**src/rtl/instruction_fetcher.sv**
```systemverilog
// Instruction fetch stage: direct-mapped instruction cache in front of a
// valid/ready program-memory read port, returning one instruction per request.
module instruction_fetcher #(
  parameter int PROGRAM_MEM_ADDR_BITS = 8,
  parameter int PROGRAM_MEM_DATA_BITS = 16,
  parameter int CACHE_ENTRIES         = 4
) (
  input  logic                             clk,
  input  logic                             reset,
  input  logic                             fetch_start,
  input  logic [PROGRAM_MEM_ADDR_BITS-1:0] pc,
  input  logic                             flush,
  output logic                             mem_read_valid,
  output logic [PROGRAM_MEM_ADDR_BITS-1:0] mem_read_address,
  input  logic                             mem_read_ready,
  input  logic [PROGRAM_MEM_DATA_BITS-1:0] mem_read_data,
  output logic [PROGRAM_MEM_DATA_BITS-1:0] instruction,
  output logic                             fetch_done,
  output logic                             busy,
  output logic                             cache_hit
);

  localparam int IDX_BITS = $clog2(CACHE_ENTRIES);
  localparam int TAG_BITS = PROGRAM_MEM_ADDR_BITS - IDX_BITS;

  typedef enum logic [1:0] {IDLE, LOOKUP, REQUEST, DONE} state_t;

  state_t                             state_q, state_d;
  logic [PROGRAM_MEM_ADDR_BITS-1:0]   addr_q, addr_d;
  logic [PROGRAM_MEM_DATA_BITS-1:0]   instruction_q, instruction_d;
  logic                               cache_hit_q, cache_hit_d;
  logic                               mem_read_valid_q, mem_read_valid_d;
  logic                               fetch_done_q, fetch_done_d;
  logic                               busy_q, busy_d;
  logic [CACHE_ENTRIES-1:0]           valid_q, valid_d;

  logic [TAG_BITS-1:0]                tag_q  [CACHE_ENTRIES];
  logic [PROGRAM_MEM_DATA_BITS-1:0]   data_q [CACHE_ENTRIES];

  logic [IDX_BITS-1:0]                line_idx;
  logic [TAG_BITS-1:0]                line_tag;
  logic                               line_hit;
  logic                               fill_en;

  assign line_idx = addr_q[IDX_BITS-1:0];
  assign line_tag = addr_q[PROGRAM_MEM_ADDR_BITS-1:IDX_BITS];

  // A flush on the lookup edge must not let a soon-to-be-invalid line answer.
  assign line_hit = valid_q[line_idx] && (tag_q[line_idx] == line_tag) && !flush;
  assign fill_en  = (state_q == REQUEST) && mem_read_ready && !flush;

  always_comb begin
    // NOTE: every variable gets its hold value first so no path infers a latch.
    state_d       = state_q;
    addr_d        = addr_q;
    instruction_d = instruction_q;
    cache_hit_d   = cache_hit_q;
    valid_d       = valid_q;

    if (fill_en) valid_d[line_idx] = 1'b1;
    if (flush)   valid_d = '0;

    case (state_q)
      IDLE: begin
        if (fetch_start) begin
          addr_d  = pc;
          state_d = LOOKUP;
        end
      end
      LOOKUP: begin
        if (line_hit) begin
          instruction_d = data_q[line_idx];
          cache_hit_d   = 1'b1;
          state_d       = DONE;
        end else begin
          state_d = REQUEST;
        end
      end
      REQUEST: begin
        if (mem_read_ready) begin
          instruction_d = mem_read_data;
          cache_hit_d   = 1'b0;
          state_d       = DONE;
        end
      end
      DONE:    state_d = IDLE;
      default: state_d = IDLE;
    endcase

    // Outputs are decoded from the next state so they leave a flop directly.
    mem_read_valid_d = (state_d == REQUEST);
    fetch_done_d     = (state_d == DONE);
    busy_d           = (state_d != IDLE);
  end

  // NOTE: sequential state uses non-blocking assignments so all flops update together.
  always_ff @(posedge clk or posedge reset) begin
    if (reset) begin
      state_q          <= IDLE;
      addr_q           <= '0;
      instruction_q    <= '0;
      cache_hit_q      <= 1'b0;
      mem_read_valid_q <= 1'b0;
      fetch_done_q     <= 1'b0;
      busy_q           <= 1'b0;
      valid_q          <= '0;
    end else begin
      state_q          <= state_d;
      addr_q           <= addr_d;
      instruction_q    <= instruction_d;
      cache_hit_q      <= cache_hit_d;
      mem_read_valid_q <= mem_read_valid_d;
      fetch_done_q     <= fetch_done_d;
      busy_q           <= busy_d;
      valid_q          <= valid_d;
    end
  end

  // NOTE: tag/data storage is not reset; the valid bits alone guard its contents.
  always_ff @(posedge clk) begin
    if (fill_en) begin
      tag_q[line_idx]  <= line_tag;
      data_q[line_idx] <= mem_read_data;
    end
  end

  assign mem_read_valid   = mem_read_valid_q;
  assign mem_read_address = addr_q;
  assign instruction      = instruction_q;
  assign fetch_done       = fetch_done_q;
  assign busy             = busy_q;
  assign cache_hit        = cache_hit_q;

endmodule
```
**config.mk**
```make
export PLATFORM = sky130hd
export DESIGN_NAME = instruction_fetcher
export DESIGN_NICKNAME = d
export VERILOG_FILES = /design/src/rtl/instruction_fetcher.sv
export SDC_FILE = /design/constraint.sdc
export NUM_CORES = 1
export LEC_CHECK = 0
export ABC_AREA = 1
export CELL_PAD_IN_SITES_DETAIL_PLACEMENT = 0
export CELL_PAD_IN_SITES_GLOBAL_PLACEMENT = 1
export CORE_ASPECT_RATIO = 0.8
export CORE_MARGIN = 1.5
export CORE_UTILIZATION = 44
export DETAILED_ROUTE_END_ITERATION = 6
export GPL_ROUTABILITY_DRIVEN = 0
export GPL_TIMING_DRIVEN = 0
export PLACE_DENSITY_LB_ADDON = 0.1
export SLEW_MARGIN = 30
export SYNTH_ARGS = -nofsm -noshare
export SYNTH_HDL_FRONTEND = slang
export SYNTH_SLANG_ARGS = --single-unit
```
**constraint.sdc**
```tcl
create_clock -name clk -period 3.3 [get_ports clk]
set_clock_uncertainty 0.15 [all_clocks]
set_input_delay 0.33 -clock clk [delete_from_list [all_inputs] [get_ports clk]]
set_output_delay 0.33 -clock clk [all_outputs]
set_load 0.03 [all_outputs]
```
==> reports/metrics.csv, run 1 <==
metric;value;unit
combinational fraction of design power;37.9;%
Num Clock Sinks;122;
clock network fraction of design power;27.4;%
Max Slew Vio Count;0;
most area-consuming cells after synthesis;sky130_fd_sc_hd__edfxtp_1 53%, sky130_fd_sc_hd__dfrtp_1 17%, sky130_fd_sc_hd__nand2_1 14%;
Bufs on Longest Clock Path;2;
Hold WC Path Type;in -> async;
io pins;57;
placed wire-length estimate after detailed placement;7530;um
areal power density over the cells;934;nW/um^2
share of the synthesized area in compound gates (AO/OA/AOI/OAI);4.57;%
grt ovf;0;
number of distinct library cell variants in the gate-level netlist after synthesis;25;
arrival time at the worst endpoint;2.98;ns
share of layout cells above drive strength 1;8.97;%
via count of the first global-routing pass;3378;
Clk Latency, worst-skew pair;0.41;ns
pin slew with the least headroom to its limit;0.766;ns
unrepaired setup endpoints after global routing;no;
height of the die;98.2;um
Switching Share;36.9;%
drt via density;4.93;
number of placed instances with taps included;658;
post-synthesis average cell area;11.0;um^2
average wire per standard cell;16.5;um
Flop pwr share;34.6;%
max-capacitance violation count;0;
critical path's top delay family;simple AND/OR/NAND/NOR gates;
cell chain of the critical path;inv_1 > ha_1 > buf_2 > clkbuf_1 > nand3_1 > nor2_4 > buf_16;
Max-slew headroom;48.8;%
post-synthesis instance area;4990;um^2
largest vdd supply drop;0.429;mV
adder and majority gate portion of the synthesized area;1.00;%
die extent in x;122;um
Reg clk slew, reported paths;0.05;ns
launch instance of the worst register-to-register path;state_q[0];
post-placement worst setup slack;0.269;ns
Synth-to-Final Area Change;28.6;%
cell depth of the worst flop-to-flop path;7;
highest attainable clock frequency;331;MHz
kind of start point of the critical path;register;
Worst Path Buf+Inv;4;
1st-iter DRT viols;268;
share of cell area taken by muxes after synthesis;0;%
total global-route track usage;20.6;%
num rows;34;
initial cell density of the core;45.4;%
Worst path slowest cell;sky130_fd_sc_hd__nor2_4;
Crit path largest cell delay;0.55;ns
fraction of synthesized cell area in xor and xnor cells;0;%
Leakage Power;2.63;nW
total of buffers placed on input and output ports;56;
hold violation count in the final report;0;
part of the cycle the worst path needs;91.5;%
register bit count reported by yosys;122;
area of the core;11000;um^2
shortest period the worst path allows;3.02;ns
sequential-to-total area share from yosys stat;70.0;%
Synth area leader;sky130_fd_sc_hd__edfxtp_1;
Critical Path End Type;register;
required time reported for the critical path endpoint;3.26;ns
Total Die Area;12000;um^2
count of buffers added by post-CTS timing repair for setup;0;
wire length after detailed routing;11400;um
# diodes;0;
non-filler cells, final;690;
WP depth;7;
TritonCTS clock tree;done;
critical path type;reg -> reg;
antenna violations before repair;0;
worst-path fanout max;13;
net count reported at finish;566;
Resized cells post-CTS;0;
slack of the critical path;0.279;ns
H-tree levels;4;
maximum number of pins on one net before global-route repair;27;
cell at the root of the clock tree;sky130_fd_sc_hd__clkbuf_16;
Detail Route Antenna Nets;0;
syn_nets;486;
CTS Hold Bufs;0;
vias after detailed routing;3404;
detailed-route DRC error count;0;
dominant combinational cell family by area after synthesis;simple AND/OR/NAND/NOR gates;
drt pass-1 iters;4;
result of the run;completed;
power spent charging and discharging nets;2.21;mW
number of warnings reported in the yosys synthesis log;0;
final setup violation count;0;
source of the critical timing path;state_q[0];
cells after synthesis;453;
post-synthesis share of cell area spent on and, or, nand and nor gates;20.5;%
global-route wire length before repair;18000;um
number of CTS-inserted buffers;17;
area share of the largest cell type after synthesis;53.0;%
internal power component;3.78;mW
-- registers in the layout, indices dropped and copies added, names as in the netlist --
register	flops
fetch_done	1
mem_read_valid	1
data_q	64
instruction	16
cache_hit	1
valid_q	4
tag_q	24
state_q	2
mem_read_address	8
busy	1
-- routing by layer --
metal,vias to the layer above,track usage (%),wire length [um]
li1,1700,-,-
met1,1632,28.9,5320
met2,67,31.9,5430
met3,5,5.02,547
met4,0,6.33,59
met5,-,0,0
-- through the flow --
| step | cell area, um^2 | hold WS [ns] | TNS [ns] | utilization [%] | power (mW) |
|---|---|---|---|---|---|
| floorplan | 4990 | 0.279 | 0 | - | 3.56 |
| global placement | 5730 | 0.306 | -66.47 | 52.2 | 4.32 |
| detailed placement | 5890 | 0.307 | 0 | 53.6 | 4.40 |
| CTS | 6410 | 0.0120 | 0 | 58.4 | 6.06 |
| global route | 6410 | 0.0266 | 0 | 58.4 | 6.39 |
| finish | 6410 | 0.0138 | 0 | 58.4 | 5.99 |
-- power groups by stage --
| stage | combinational (mW) | sequential [mW] | clock, mW |
|---|---|---|---|
| 2_1_floorplan | 1.17 | 2.39 | 0 |
| 3_3_place_gp | 2.22 | 2.10 | 0 |
| 3_5_place_dp | 2.30 | 2.10 | 0 |
| 4_1_cts | 2.30 | 2.08 | 1.67 |
| 5_1_grt | 2.53 | 2.11 | 1.75 |
| 6_report | 2.27 | 2.08 | 1.64 |
-- cells in the final DEF (no fill, tap or decap), types with 2 or more instances in the layout --
| cell type | n |
|---|---|
| sky130_fd_sc_hd__nand4_1 | 11 |
| sky130_fd_sc_hd__buf_6 | 3 |
| sky130_fd_sc_hd__nor2_4 | 4 |
| sky130_fd_sc_hd__clkdlybuf4s50_1 | 56 |
| sky130_fd_sc_hd__clkbuf_16 | 17 |
| sky130_fd_sc_hd__inv_2 | 2 |
| sky130_fd_sc_hd__clkbuf_8 | 4 |
| sky130_fd_sc_hd__nand2_1 | 190 |
| sky130_fd_sc_hd__nand3_1 | 24 |
| sky130_fd_sc_hd__dfrtp_1 | 34 |
| sky130_fd_sc_hd__buf_2 | 4 |
| sky130_fd_sc_hd__a22oi_1 | 10 |
| sky130_fd_sc_hd__clkbuf_1 | 16 |
| sky130_fd_sc_hd__o21ai_0 | 2 |
| sky130_fd_sc_hd__buf_16 | 4 |
| sky130_fd_sc_hd__a21o_1 | 5 |
| sky130_fd_sc_hd__nor2_1 | 20 |
| sky130_fd_sc_hd__inv_1 | 20 |
| sky130_fd_sc_hd__ha_1 | 4 |
| sky130_fd_sc_hd__edfxtp_1 | 88 |
| sky130_fd_sc_hd__o22ai_1 | 3 |
| sky130_fd_sc_hd__a21oi_1 | 14 |
-- cell families after synthesis --
| group | after synthesis |
|---|---|
| AOI/OAI and AO/OA | 35 |
| adders and majority gates | 4 |
| buffers and inverters | 39 |
| DFF | 122 |
| and+or+nand+nor | 253 |
-- worst reg2reg max path: stages, from the launching register on --
cell and delay, ns:
sky130_fd_sc_hd__dfrtp_1 0.41, sky130_fd_sc_hd__inv_1 0.13, sky130_fd_sc_hd__ha_1 0.15, sky130_fd_sc_hd__buf_2 0.17
sky130_fd_sc_hd__clkbuf_1 0.43, sky130_fd_sc_hd__nand3_1 0.52, sky130_fd_sc_hd__nor2_4 0.55, sky130_fd_sc_hd__buf_16 0.22
-- area by class of cell --
cell class / count / area (um^2)
clock buffers: 30 / 514
inverters: 23 / 91.3
multi-input cells: 292 / 1330
plain buffers: 16 / 103
fillers: 909 / 4560
well taps: 144 / 180
flip-flops and latches: 122 / 3490
clock inverters: 2 / 12.5
repair buffers: 61 / 691
-- final timing paths --
kind / end / slack [ns]
setup / recovery: data_q[2][12] / 0.28
hold reg to reg: instruction[1] / 0.32
hold / removal: mem_read_address[5] / 0.01
min in group clk: instruction[1] / 0.32
max in group asynchronous: instruction[12] / 2.55
setup reg to reg: data_q[2][12] / 0.28
-- Yosys cell counts --
master / number
sky130_fd_sc_hd__nand2_1: 190
sky130_fd_sc_hd__edfxtp_1: 88
sky130_fd_sc_hd__dfrtp_1: 34
sky130_fd_sc_hd__nand3_1: 24
sky130_fd_sc_hd__nor2_1: 24
sky130_fd_sc_hd__inv_1: 21
sky130_fd_sc_hd__a21oi_1: 14
sky130_fd_sc_hd__nand4_1: 11
sky130_fd_sc_hd__a22oi_1: 10
sky130_fd_sc_hd__clkbuf_1: 7
sky130_fd_sc_hd__a21o_1: 5
sky130_fd_sc_hd__buf_2: 4
sky130_fd_sc_hd__ha_1: 4
sky130_fd_sc_hd__buf_6: 3
sky130_fd_sc_hd__o22ai_1: 3
sky130_fd_sc_hd__o21ai_0: 2
sky130_fd_sc_hd__buf_4: 1
sky130_fd_sc_hd__buf_8: 1
sky130_fd_sc_hd__inv_2: 1
sky130_fd_sc_hd__inv_6: 1
sky130_fd_sc_hd__nand2_2: 1
sky130_fd_sc_hd__nand2_4: 1
sky130_fd_sc_hd__nor2_2: 1
sky130_fd_sc_hd__o21ai_4: 1
sky130_fd_sc_hd__or2_2: 1
Note: power is estimated with default switching activity, not from simulation.
==> inputs of run 2 (changes only) <==
- CORE_UTILIZATION: 44 -> 40
- RECOVER_POWER: not set -> 50
- clock period: 3.3 -> 2.4 ns (I/O delays scaled with it)
==> run 2 against run 1 <==
  * Sequential share of layout area shrank 2.8 points
  * Critical path depth is 1 lower
  * Worst setup slack got worse by 0.15 ns
  * Non-clock buffer count up 17
  * Register-to-register slack got worse by 0.15 ns
  * Maximum frequency is 33% higher
  * Worst hold slack gained 0.25 ns
  * First-iteration DRC count decreased by 25%
  * Clock-buffer cell count is 10 lower
  * Highest routed layer unchanged
==> reports/metrics.csv, run 2 (synthesized netlist as in run 1, its figures left out) <==
metric;value;unit
critical path's top delay family;buffers and inverters;
area post-placement;5820;um^2
antenna violations before repair;0;
Clk Latency, worst-skew pair;0.41;ns
kind of start point of the critical path;register;
post-placement worst setup slack;-0.747;ns
required time reported for the critical path endpoint;2.36;ns
grt ovf;0;
1st-iter DRT viols;201;
final setup violation count;0;
hold violation count in the final report;0;
cell chain of the critical path;inv_1 > ha_1 > buf_2 > nand3_4 > nor2_4 > buf_16;
detailed-route DRC error count;0;
drt via density;4.94;
largest vdd supply drop;0.583;mV
Max Slew Vio Count;0;
num rows;36;
critical path type;reg -> reg;
Total Die Area;13200;um^2
Leakage Power;2.82;nW
share of layout cells above drive strength 1;14.8;%
shortest period the worst path allows;2.27;ns
commonest non-fill, non-tap cells in the layout;190 x sky130_fd_sc_hd__nand2_1, 88 x sky130_fd_sc_hd__edfxtp_1, 34 x sky130_fd_sc_hd__dfrtp_1;
part of the cycle the worst path needs;94.6;%
via count of the first global-routing pass;3469;
commonest non-fill, non-tap cell in the layout;sky130_fd_sc_hd__nand2_1;
vias after detailed routing;3547;
average wire per standard cell;16.7;um
arrival time at the worst endpoint;2.23;ns
Synth-to-Final Area Change;35.5;%
pin slew with the least headroom to its limit;0.726;ns
total of buffers placed on input and output ports;56;
height of the die;103;um
drt pass-1 iters;4;
io pins;57;
total global-route track usage;19.4;%
initial cell density of the core;41.0;%
post-layout instance area;6760;um^2
Power Total;8.96;mW
slack of the critical path;0.129;ns
TritonCTS clock tree;done;
wire length after detailed routing;12000;um
net count reported at finish;586;
max-capacitance violation count;0;
Worst path slowest cell;sky130_fd_sc_hd__dfrtp_1;
Reg clk slew, reported paths;0.06;ns
Worst Path Buf+Inv;3;
areal power density over the cells;1330;nW/um^2
flip-flop count of the largest register, all copies and words added;64;
die extent in x;128;um
Max-slew headroom;51.6;%
final-layout setup total negative slack;0;ns
maximum number of pins on one net before global-route repair;27;
worst-path fanout max;18;
WHS;0.268;ns
# diodes;0;
number of CTS-inserted buffers;17;
Hold WC Path Type;in -> reg;
global-route wire length before repair;18500;um
placed wire-length estimate after detailed placement;7420;um
unrepaired setup endpoints after global routing;no;
Detail Route Antenna Nets;0;
Crit path largest cell delay;0.40;ns
register ranked first by flip-flop count;data_q;
Num Clock Sinks;122;
highest attainable clock frequency;440;MHz
H-tree levels;4;
cell at the root of the clock tree;sky130_fd_sc_hd__clkbuf_16;
result of the run;completed;
area of the core;12200;um^2
Bufs on Longest Clock Path;2;
Critical Path End Type;register;
run 2: cell count changes in the layout (fill, tap and decap cells not counted), sizes merged:
cell           delta
bufinv            +5
clkbuf            -9
inv               +1
dlygate4sd3      +31
clkdlybuf4s50    -30
clkinvlp          +1
nor2              +3
buf              +15
clkinv            +3
run 2: power by group:
group / leakage [nW] / internal (mW) / switching [mW]
logic: 1.29 / 1.21 / 2.12
registers: 1.21 / 2.66 / 0.186
clock network: 0.316 / 1.89 / 0.888
total: 2.82 / 5.76 / 3.20
run 2: area by class of cell:
type | instances | area, um^2
Inverter | 23 | 96.3
Clock buffer | 20 | 457
Tap cell | 152 | 190
Fill cell | 1066 | 5410
Multi-Input combinational cell | 295 | 1400
Buffer | 14 | 106
Clock inverter | 12 | 194
Timing Repair Buffer | 80 | 816
Sequential cell | 122 | 3490
run 2: through the flow:
stage | std cells | utilization [%]
3_5_place_dp | 663 | 47.8
4_1_cts | 711 | 54.8
2_1_floorplan | 453 | -
3_3_place_gp | 661 | 47.3
6_report | 718 | 55.6
5_1_grt | 718 | 55.6
run 2: path summary, 6_finish.rpt:
check	start	endpoint	slack [ns]	depth (start not counted)
setup reg to reg	state_q[0]	tag_q[3][2]	0.13	6
min in group asynchronous	reset	mem_read_address[5]	0.67	3
setup / recovery	state_q[0]	tag_q[3][2]	0.13	6
hold reg to reg	instruction[6]	instruction[6]	0.32	2
hold / removal	pc[5]	mem_read_address[5]	0.27	3
max in group asynchronous	reset	instruction[14]	0.40	4
run 2: per-layer routing:
layer | track usage, % | vias up | routed length [um]
met3 | 3.94 | 2 | 613
met1 | 26.6 | 1725 | 5640
met5 | 0 | - | 0
met4 | 7.78 | 0 | 42
li1 | - | 1734 | -
met2 | 30.9 | 86 | 5690
run 2: timing repair:
item,CTS,global route
setup buffers,13,7
hold buffers,1,0
gates cloned,3,1
endpoints found under the setup margin,99,39
pin swaps,7,4
gates resized for setup,12,6
endpoints found under the hold margin,8,0
run 2: worst min-delay path, cell delays in order:
cell and delay, ns:
sky130_fd_sc_hd__clkdlybuf4s50_1 0.40, sky130_fd_sc_hd__nor2_1 0.10, sky130_fd_sc_hd__a21oi_1 0.05
==> inputs of run 3 (changes only) <==
- MAX_ROUTING_LAYER: not set -> met4
==> run 3 against run 2 <==
  * Maximum frequency is 0.53% higher
  * Sequential power about the same
  * Total power is essentially flat
  * Final area unchanged
  * Global-route usage increased by 0.60 points
  * Sequential share of layout area is the same
  * Combinational power barely moved
  * Flip-flop and latch count stayed put
  * Wire length down 0.28%
  * Die area unchanged
  * Critical path type unchanged
  * Critical endpoint unchanged
  * Largest power group unchanged
==> reports/metrics.csv, run 3 (synthesized netlist as in run 1, its figures left out) <==
metric;value;unit
result of the run;completed;
cell at the root of the clock tree;sky130_fd_sc_hd__clkbuf_16;
final setup violation count;0;
flip-flop count of the largest register, all copies and words added;64;
sequential cell area;3490;um^2
max-capacitance violation count;0;
register ranked first by flip-flop count;data_q;
worst-path fanout max;18;
pin slew with the least headroom to its limit;0.708;ns
critical path type;reg -> reg;
hold violation count in the final report;0;
Leakage Power;2.82;nW
maximum number of pins on one net before global-route repair;27;
antenna violations before repair;0;
grt ovf;0;
shortest period the worst path allows;2.26;ns
Clk Latency, worst-skew pair;0.41;ns
Hold WC Path Type;in -> reg;
area of the core;12200;um^2
num rows;36;
Max Slew Vio Count;0;
highest attainable clock frequency;443;MHz
area of the multi-input gates;1400;um^2
final-layout setup total negative slack;0;ns
H-tree levels;4;
vias after detailed routing;3551;
largest vdd supply drop;0.590;mV
fill cell count;1066;
Bufs on Longest Clock Path;2;
Detail Route Antenna Nets;0;
Critical Path End Type;register;
total global-route track usage;20.0;%
total of buffers placed on input and output ports;56;
commonest non-fill, non-tap cell in the layout;sky130_fd_sc_hd__nand2_1;
unrepaired setup endpoints after global routing;no;
wire length after detailed routing;12000;um
net count reported at finish;586;
Max-slew headroom;52.8;%
TritonCTS clock tree;done;
initial cell density of the core;41.0;%
drt pass-1 iters;4;
average wire per standard cell;16.6;um
placed wire-length estimate after detailed placement;7420;um
detailed-route DRC error count;0;
via count of the first global-routing pass;3466;
areal power density over the cells;1330;nW/um^2
area post-placement;5820;um^2
part of the cycle the worst path needs;94.1;%
Power Total;8.96;mW
post-layout instance area;6760;um^2
Reg clk slew, reported paths;0.06;ns
die extent in x;128;um
commonest non-fill, non-tap cells in the layout;190 x sky130_fd_sc_hd__nand2_1, 88 x sky130_fd_sc_hd__edfxtp_1, 34 x sky130_fd_sc_hd__dfrtp_1;
drt via density;4.95;
Num Clock Sinks;122;
number of CTS-inserted buffers;17;
share of layout cells above drive strength 1;14.8;%
arrival time at the worst endpoint;2.22;ns
Total Die Area;13200;um^2
Synth-to-Final Area Change;35.5;%
non-filler cells, final;718;
io pins;57;
required time reported for the critical path endpoint;2.36;ns
global-route wire length before repair;18500;um
height of the die;103;um
kind of start point of the critical path;register;
number of placed instances with taps included;663;
1st-iter DRT viols;216;
# diodes;0;
-- run 3: cell counts in the layout (fill, tap and decap cells not counted) --
Identical to the previous run, type by type.
-- run 3: worst max-delay path: stages (launching register included) --
cell and delay, ns:
sky130_fd_sc_hd__dfrtp_1 0.40, sky130_fd_sc_hd__inv_1 0.12, sky130_fd_sc_hd__ha_1 0.15, sky130_fd_sc_hd__buf_2 0.30
sky130_fd_sc_hd__nand3_4 0.29, sky130_fd_sc_hd__nor2_4 0.33, sky130_fd_sc_hd__buf_16 0.21
-- run 3: cell type report --
type	count	area share, %
clock inverters	12	2.87
repair buffers	80	12.1
flip-flops and latches	122	51.7
inverters	23	1.43
plain buffers	14	1.57
clock buffers	20	6.76
multi-input cells	295	20.8
well taps	152	2.81
-- run 3: where the power goes --
part	internal, mW	total [mW]	leakage, nW	switching (mW)
Combinational	1.21	3.33	1.29	2.12
Clock	1.89	2.79	0.316	0.897
Sequential	2.66	2.84	1.21	0.186
Total	5.76	8.96	2.82	3.20
-- run 3: path summary, 6_finish.rpt --
kind | from | to | slack (ns) | cells after the start
max in group asynchronous | reset | instruction[14] | 0.42 | 4
hold reg to reg | instruction[6] | instruction[6] | 0.32 | 2
hold / removal | pc[5] | mem_read_address[5] | 0.26 | 3
min in group asynchronous | reset | mem_read_address[5] | 0.66 | 3
setup / recovery | state_q[0] | tag_q[3][2] | 0.14 | 6
setup reg to reg | state_q[0] | tag_q[3][2] | 0.14 | 6
-- run 3: timing repair --
item | in CTS | in global routing
pin swaps | 7 | 4
gates cloned | 3 | 1
buffers inserted | 13 | 7
endpoints found under the setup margin | 99 | 41
resized for setup | 12 | 6
endpoints found under the hold margin | 8 | 0
hold buffers | 1 | 0
-- run 3: metrics by stage --
step	utilization (%)	hold slack (ns)	setup WS (ns)
detailed placement	47.8	0.308	-0.747
global placement	47.3	0.309	-1.12
floorplan	-	0.189	-0.191
finish	55.6	0.261	0.141
global route	55.6	0.275	0.00948
CTS	54.8	0.248	0.0190
-- run 3: routing by layer --
layer	wire length, um	global-route usage, %
met1	5700	26.6
met2	5630	30.9
met3	580	3.32
met4	40	8.56
met5	0	-
